[config.mk]
export PLATFORM = sky130hd
export DESIGN_NAME = operand_sequencer
export DESIGN_NICKNAME = d
export VERILOG_FILES = /design/src/rtl/operand_sequencer.sv
export SDC_FILE = /design/constraint.sdc
export NUM_CORES = 1
export LEC_CHECK = 0
export BUFFER_PORTS_ARGS = -buffer_cell sky130_fd_sc_hd__buf_2
export CORE_MARGIN = 2
export CORE_UTILIZATION = 40
export CTS_CLUSTER_DIAMETER = 50
export DETAILED_ROUTE_END_ITERATION = 7
export PLACE_DENSITY_LB_ADDON = 0.05
export SLEW_MARGIN = 10
export SYNTH_ARGS = -nofsm -noshare
export SYNTH_HDL_FRONTEND = slang
export SYNTH_SLANG_ARGS = --single-unit
[constraint.sdc]
create_clock -name clock -period 1.5 [get_ports clock]
set_clock_uncertainty 0.05 [all_clocks]
set_input_delay 0.075 -clock clock [delete_from_list [all_inputs] [get_ports clock]]
set_output_delay 0.075 -clock clock [all_outputs]
set_load 0.02 [all_outputs]
[src/rtl/operand_sequencer.sv]
// operand_sequencer: collects four operands over independent valid/ready slots,
// issues a one-cycle start once all four are held, keeps the operand bus stable
// until the compute unit reports done, then frees the slots for the next set.
//
// Optional feature: define OPSEQ_TIMEOUT_EN to abort a WAIT that lasts TIMEOUT
// cycles without done (sets the sticky err flag). Without it, WAIT waits forever
// and err is tied low.
module operand_sequencer #(
  parameter int WIDTH   = 8,
  parameter int TIMEOUT = 16
) (
  input  logic               clock,
  input  logic               rst,
  input  logic [3:0]         req_valid,
  input  logic [4*WIDTH-1:0] req_data,
  output logic [3:0]         req_ready,
  input  logic               clear,
  output logic               start,
  output logic [4*WIDTH-1:0] ops,
  input  logic               done,
  output logic               busy,
  output logic [3:0]         captured,
  output logic               complete,
  output logic               err
);

  typedef enum logic [1:0] {
    COLLECT = 2'd0,
    ISSUE   = 2'd1,
    WAIT    = 2'd2,
    ILLEGAL = 2'd3
  } state_t;

  // A timeout shorter than two cycles cannot be expressed by the wait counter.
  if (TIMEOUT < 2) begin : g_timeout_too_small
    $error("operand_sequencer: TIMEOUT must be >= 2");
  end

  state_t             state;
  state_t             state_next;
  logic [3:0]         captured_next;
  logic [4*WIDTH-1:0] ops_next;
  logic               start_next;
  logic               complete_next;
  logic [3:0]         accepted;
  logic               timeout_hit;

`ifdef OPSEQ_TIMEOUT_EN
  localparam int             CW        = $clog2(TIMEOUT);
  localparam logic [CW-1:0]  CNT_LAST  = CW'(TIMEOUT - 1);
  localparam logic [CW-1:0]  CNT_ZERO  = CW'(0);
  localparam logic [CW-1:0]  CNT_ONE   = CW'(1);

  logic [CW-1:0] wait_cnt;
  logic [CW-1:0] wait_cnt_next;

  // The TIMEOUT-th WAIT cycle without done aborts; done in that cycle still wins.
  always_comb begin
    timeout_hit = 1'b0;
    if ((state == WAIT) && !done && (wait_cnt == CNT_LAST)) begin
      timeout_hit = 1'b1;
    end else begin
      timeout_hit = 1'b0;
    end
  end

  // Counter runs only through WAIT cycles without done; it sits at zero elsewhere,
  // so it is already cleared on every entry to WAIT.
  always_comb begin
    wait_cnt_next = CNT_ZERO;
    if ((state == WAIT) && !done && !timeout_hit) begin
      wait_cnt_next = wait_cnt + CNT_ONE;
    end else begin
      wait_cnt_next = CNT_ZERO;
    end
  end

  // Wait counter register.
  always_ff @(posedge clock) begin
    if (rst) begin
      wait_cnt <= CNT_ZERO;
    end else begin
      wait_cnt <= wait_cnt_next;
    end
  end

  // Sticky timeout flag, cleared only by reset.
  always_ff @(posedge clock) begin
    if (rst) begin
      err <= 1'b0;
    end else if (timeout_hit) begin
      err <= 1'b1;
    end
  end
`else
  // Without the timeout feature nothing can abort a WAIT.
  always_comb begin
    timeout_hit = 1'b0;
    err         = 1'b0;
  end
`endif

  // Slots are offered only in COLLECT, only while empty, and never while clear or reset.
  always_comb begin
    req_ready = 4'h0;
    if (rst || clear || (state != COLLECT)) begin
      req_ready = 4'h0;
    end else begin
      req_ready = ~captured;
    end
  end

  assign accepted = req_valid & req_ready;
  assign busy     = (state == ISSUE) || (state == WAIT);

  // Operand capture: accepted slots take new data, all other slots hold.
  always_comb begin
    ops_next = ops;
    for (int i = 0; i < 4; i++) begin
      if (accepted[i]) begin
        ops_next[i*WIDTH +: WIDTH] = req_data[i*WIDTH +: WIDTH];
      end else begin
        ops_next[i*WIDTH +: WIDTH] = ops[i*WIDTH +: WIDTH];
      end
    end
  end

  // Next-state, slot flags and pulse outputs.
  always_comb begin
    state_next    = state;
    captured_next = captured;
    start_next    = 1'b0;
    complete_next = 1'b0;
    case (state)
      COLLECT: begin
        if (clear) begin
          captured_next = 4'h0;
          state_next    = COLLECT;
        end else begin
          captured_next = captured | accepted;
          if ((captured | accepted) == 4'hF) begin
            state_next = ISSUE;
            start_next = 1'b1;
          end else begin
            state_next = COLLECT;
          end
        end
      end
      ISSUE: begin
        // done is deliberately ignored here; the unit cannot finish before WAIT.
        state_next = WAIT;
      end
      WAIT: begin
        if (done) begin
          captured_next = 4'h0;
          state_next    = COLLECT;
          complete_next = 1'b1;
        end else if (timeout_hit) begin
          captured_next = 4'h0;
          state_next    = COLLECT;
        end else begin
          state_next = WAIT;
        end
      end
      default: begin
        // Unreachable encoding: fall back to an empty COLLECT.
        captured_next = 4'h0;
        state_next    = COLLECT;
      end
    endcase
  end

  // State, operand and flag registers with synchronous reset.
  always_ff @(posedge clock) begin
    if (rst) begin
      state    <= COLLECT;
      captured <= 4'h0;
      ops      <= '0;
      start    <= 1'b0;
      complete <= 1'b0;
    end else begin
      state    <= state_next;
      captured <= captured_next;
      ops      <= ops_next;
      start    <= start_next;
      complete <= complete_next;
    end
  end

endmodule
==> metrics.txt <==
Int Pwr=approximately 1700 uW; Initial Utilization=roughly two fifths; cells along the critical path=inv_2, ha_4, or3b_4, buf_12, nor2_4, buf_6; portion of the clock cycle consumed by the worst path in the final layout=115%; Die ar.=0.00461 sq mm; violated checks=negative setup slack; clock tree root buffer cell=sky130_fd_sc_hd__clkbuf_8; Max Slew Vio Count=0; share of the yosys chip area belonging to registers=49.0%; residual antenna-violating net count after detailed routing=0; Pre-antenna DRT Iters=4; post-placement worst setup slack=-0.0106 ns; DIE HEIGHT=slightly below 70 microns; routed wirelength normalized by instance count=14.4 microns; Critical Path Fanout Max=6; crit-path max cell delay=between 0.4 and 0.5 ns; CTS tree=done; average instance area after synthesis=8.51 sq um; signal arrival time at the worst endpoint=1.60 ns; number of antenna violations at the first check in global routing=0; # port buffers=between 80 and 90; total nets after synthesis=235; Post-Synthesis Cells=~190; wirelength, routed=5.41 mm; CTS sink cnt=40; io pins=84; part of the total power dissipated in combinational logic=21.5%; nature of the critical path endpoint=output port; number of hold violations in the final report=0; met3 track demand over resource in global routing=about 5.6%; VDD IR max=656 uV; power density normalized to cell area=826 mW/mm^2; crit path time final=1.72 ns; total routing resource utilization after global routing=about 22%; final-layout fill cell count=312; Syn-to-layout area delta=78.3%; core region area=0.00397 sq mm; flop and latch count out of synthesis=40; CTS clock-pin slew for the worst setup and hold paths=0.08 ns; TritonCTS buffer count=5; Synth Cell Area=0.00163 sq mm; ratio of cells with drive above 1 in the final layout=47.7%; routing layer with the top usage in global route=met2; Yosys cell types=24; slowest CP cell=sky130_fd_sc_hd__or3b_4; GR Util met1=26.7%; detailed placement HPWL=2.97 mm; number of design-rule violations left by the first detailed-router iteration=roughly 110; row count=23; WS Path Type=reg -> out; result of the run=complete, but fails checks; Max-Slew Margin vs Limit=between 60 and 70%; portion of total power attributed to sequential cells=46.8%; area occupied by multi-input gates=between 800 and 900 sq um; startpoint kind of the worst setup timing path=flip-flop; via count of the first global-routing pass=1,660; fraction of power consumed by the clock network=31.6%; largest net degree at the start of global routing=33; setup total negative slack=-3.83 ns; final worst slack=-0.223 ns; area occupied by registers=803 sq um; Synth warnings=0; total number of nets in the final design=367; worst-margin pin slew=0.580 ns; via-per-instance ratio=about 5.1; Setup violations, final=34; met2 Resource Use GR=40.1%; Max Clock Freq=roughly 580 MHz; static leakage=approximately 0.0013 uW; Remaining DRCs=0; final design utilization=73.3%; required time of the critical path=1.37 ns; Max H-tree Level=2; RSZ-0062 raised after global routing=yes; overall via count from detail_route=1,911; clock insertion delay at the later pin of the skew report=a little under 0.3 ns; global-route wire length before repair=7.70 mm; largest buffer count on any clock path=2; ant diodes=0; switching fraction of total power=28.3%; P_sw=682 uW; routability congestion estimate from global placement=0.746; overall overflow remaining after global route=0; width of the chip=between 60 and 70 microns; worst min path class=in -> reg; count of maximum capacitance violations=0; worst hold margin=roughly 0.020 ns
==> sequential cells by signal, indices dropped and copies added, names as in the netlist <==
signal,flops
captured,4
complete,1
ops,32
start,1
state,2
==> layout by cell type (no fill, tap or decap), types with 3 or more instances in the layout <==
cell and n:
sky130_fd_sc_hd__nand2b_1 6, sky130_fd_sc_hd__dlygate4sd3_1 33, sky130_fd_sc_hd__nor2b_1 4, sky130_fd_sc_hd__nor2_1 6
sky130_fd_sc_hd__a21oi_2 4, sky130_fd_sc_hd__buf_12 3, sky130_fd_sc_hd__dfxtp_1 38, sky130_fd_sc_hd__buf_4 17
sky130_fd_sc_hd__buf_6 5, sky130_fd_sc_hd__o21ai_2 21, sky130_fd_sc_hd__clkbuf_8 6, sky130_fd_sc_hd__nand3_1 32
sky130_fd_sc_hd__buf_2 78, sky130_fd_sc_hd__nor2_4 4, sky130_fd_sc_hd__a31oi_1 4, sky130_fd_sc_hd__o21ai_1 11
sky130_fd_sc_hd__a21oi_1 28
==> synthesized netlist by cell type <==
| library cell | count | area [sq um] |
|---|---|---|
| sky130_fd_sc_hd__dfxtp_1 | 40 | 801 |
| sky130_fd_sc_hd__nand2b_1 | 6 | 37.5 |
| sky130_fd_sc_hd__a21oi_1 | 32 | 160 |
| sky130_fd_sc_hd__a31o_2 | 1 | 8.76 |
| sky130_fd_sc_hd__buf_4 | 2 | 15.0 |
| sky130_fd_sc_hd__clkbuf_1 | 4 | 15.0 |
| sky130_fd_sc_hd__nor3_1 | 2 | 10.0 |
| sky130_fd_sc_hd__nor2b_1 | 4 | 25.0 |
| sky130_fd_sc_hd__ha_1 | 3 | 37.5 |
| sky130_fd_sc_hd__clkbuf_2 | 3 | 15.0 |
| sky130_fd_sc_hd__nor3b_2 | 1 | 12.5 |
| sky130_fd_sc_hd__buf_2 | 3 | 15.0 |
| sky130_fd_sc_hd__a31oi_1 | 4 | 25.0 |
| sky130_fd_sc_hd__or3b_4 | 1 | 11.3 |
| sky130_fd_sc_hd__mux2_2 | 1 | 11.3 |
| sky130_fd_sc_hd__o21ai_1 | 14 | 70.1 |
| sky130_fd_sc_hd__inv_1 | 3 | 11.3 |
| sky130_fd_sc_hd__nand2_1 | 1 | 3.75 |
| sky130_fd_sc_hd__nor2_1 | 10 | 37.5 |
| sky130_fd_sc_hd__buf_6 | 4 | 45.0 |
| sky130_fd_sc_hd__o21ai_0 | 18 | 90.1 |
| sky130_fd_sc_hd__o22ai_1 | 2 | 12.5 |
| sky130_fd_sc_hd__conb_1 | 1 | 3.75 |
| sky130_fd_sc_hd__nand3_1 | 32 | 160 |
==> kinds of logic (layout without fill, tap and decap cells) <==
kind of cell	Yosys count	in the layout	synth area share, %
DFF	40	40	49.0
muxes	1	1	0.689
other	1	1	0.229
buffers and inverters	19	152	7.12
AOI/OAI and AO/OA	71	71	22.4
adders and majority gates	3	3	2.30
and+or+nand+nor	57	57	18.2
==> final cells by class <==
| class | instances | share of cell area [%] |
|---|---|---|
| timing repair buffer | 141 | 36.8 |
| clock buffer | 7 | 2.96 |
| sequential | 40 | 27.6 |
| tap | 50 | 2.15 |
| multi-input combinational | 133 | 29.9 |
| clock inverter | 1 | 0.258 |
| inverter | 3 | 0.387 |
==> layer usage <==
metal / part of all wire (%) / routed length (microns) / vias up
met4: 0.89 / 48 / 0
met2: 51 / 2770 / 58
met3: 4.0 / 217 / 6
met1: 44 / 2380 / 897
li1: - / - / 950
met5: 0 / 0 / -
==> critical path, delay by kind of cell, from the launching register on <==
family | cells | cell delay [ns]
adder cells (fa/ha/maj) | 1 | 0.13
buffers and inverters | 3 | 0.35
flip-flops | 1 | 0.32
AND/OR/NAND/NOR | 2 | 0.50
==> power by group through the flow <==
| stage | Sequential [uW] | Combinational [uW] | Clock (uW) |
|---|---|---|---|
| after floorplan | 1190 | 165 | 0 |
| after global placement | 1140 | 347 | 0 |
| after detailed placement | 1140 | 348 | 0 |
| after CTS | 1120 | 465 | 768 |
| after global routing | 1130 | 556 | 825 |
| final | 1130 | 519 | 761 |
==> stage by stage <==
stage | instance area, sq um | cells | power [uW]
2_1_floorplan | 1660 | 192 | 1350
3_3_place_gp | 2170 | 321 | 1490
3_5_place_dp | 2170 | 321 | 1490
4_1_cts | 2750 | 369 | 2360
5_1_grt | 2910 | 375 | 2510
6_report | 2910 | 375 | 2410
==> final timing paths <==
check	cells after the start	slack, ns	to	startpoint
setup / recovery	6	-0.22	req_ready[0]	state[1]$_SDFF_PP0_
hold / removal	3	0.02	captured[1]$_SDFFE_PP0P_	req_valid[1]
setup reg to reg	8	-0.17	ops[6]$_SDFFE_PP0P_	state[1]$_SDFF_PP0_
hold reg to reg	2	0.41	ops[1]$_SDFFE_PP0P_	ops[1]$_SDFFE_PP0P_
==> timing repair <==
item	in CTS	in global routing
gates cloned	1	2
hold endpoints to repair	33	0
hold buffers	33	0
buffers inserted	6	4
pin swaps	10	14
setup endpoints to repair	12	38
gates resized for setup	38	26
(Power assumes the default switching activity.)
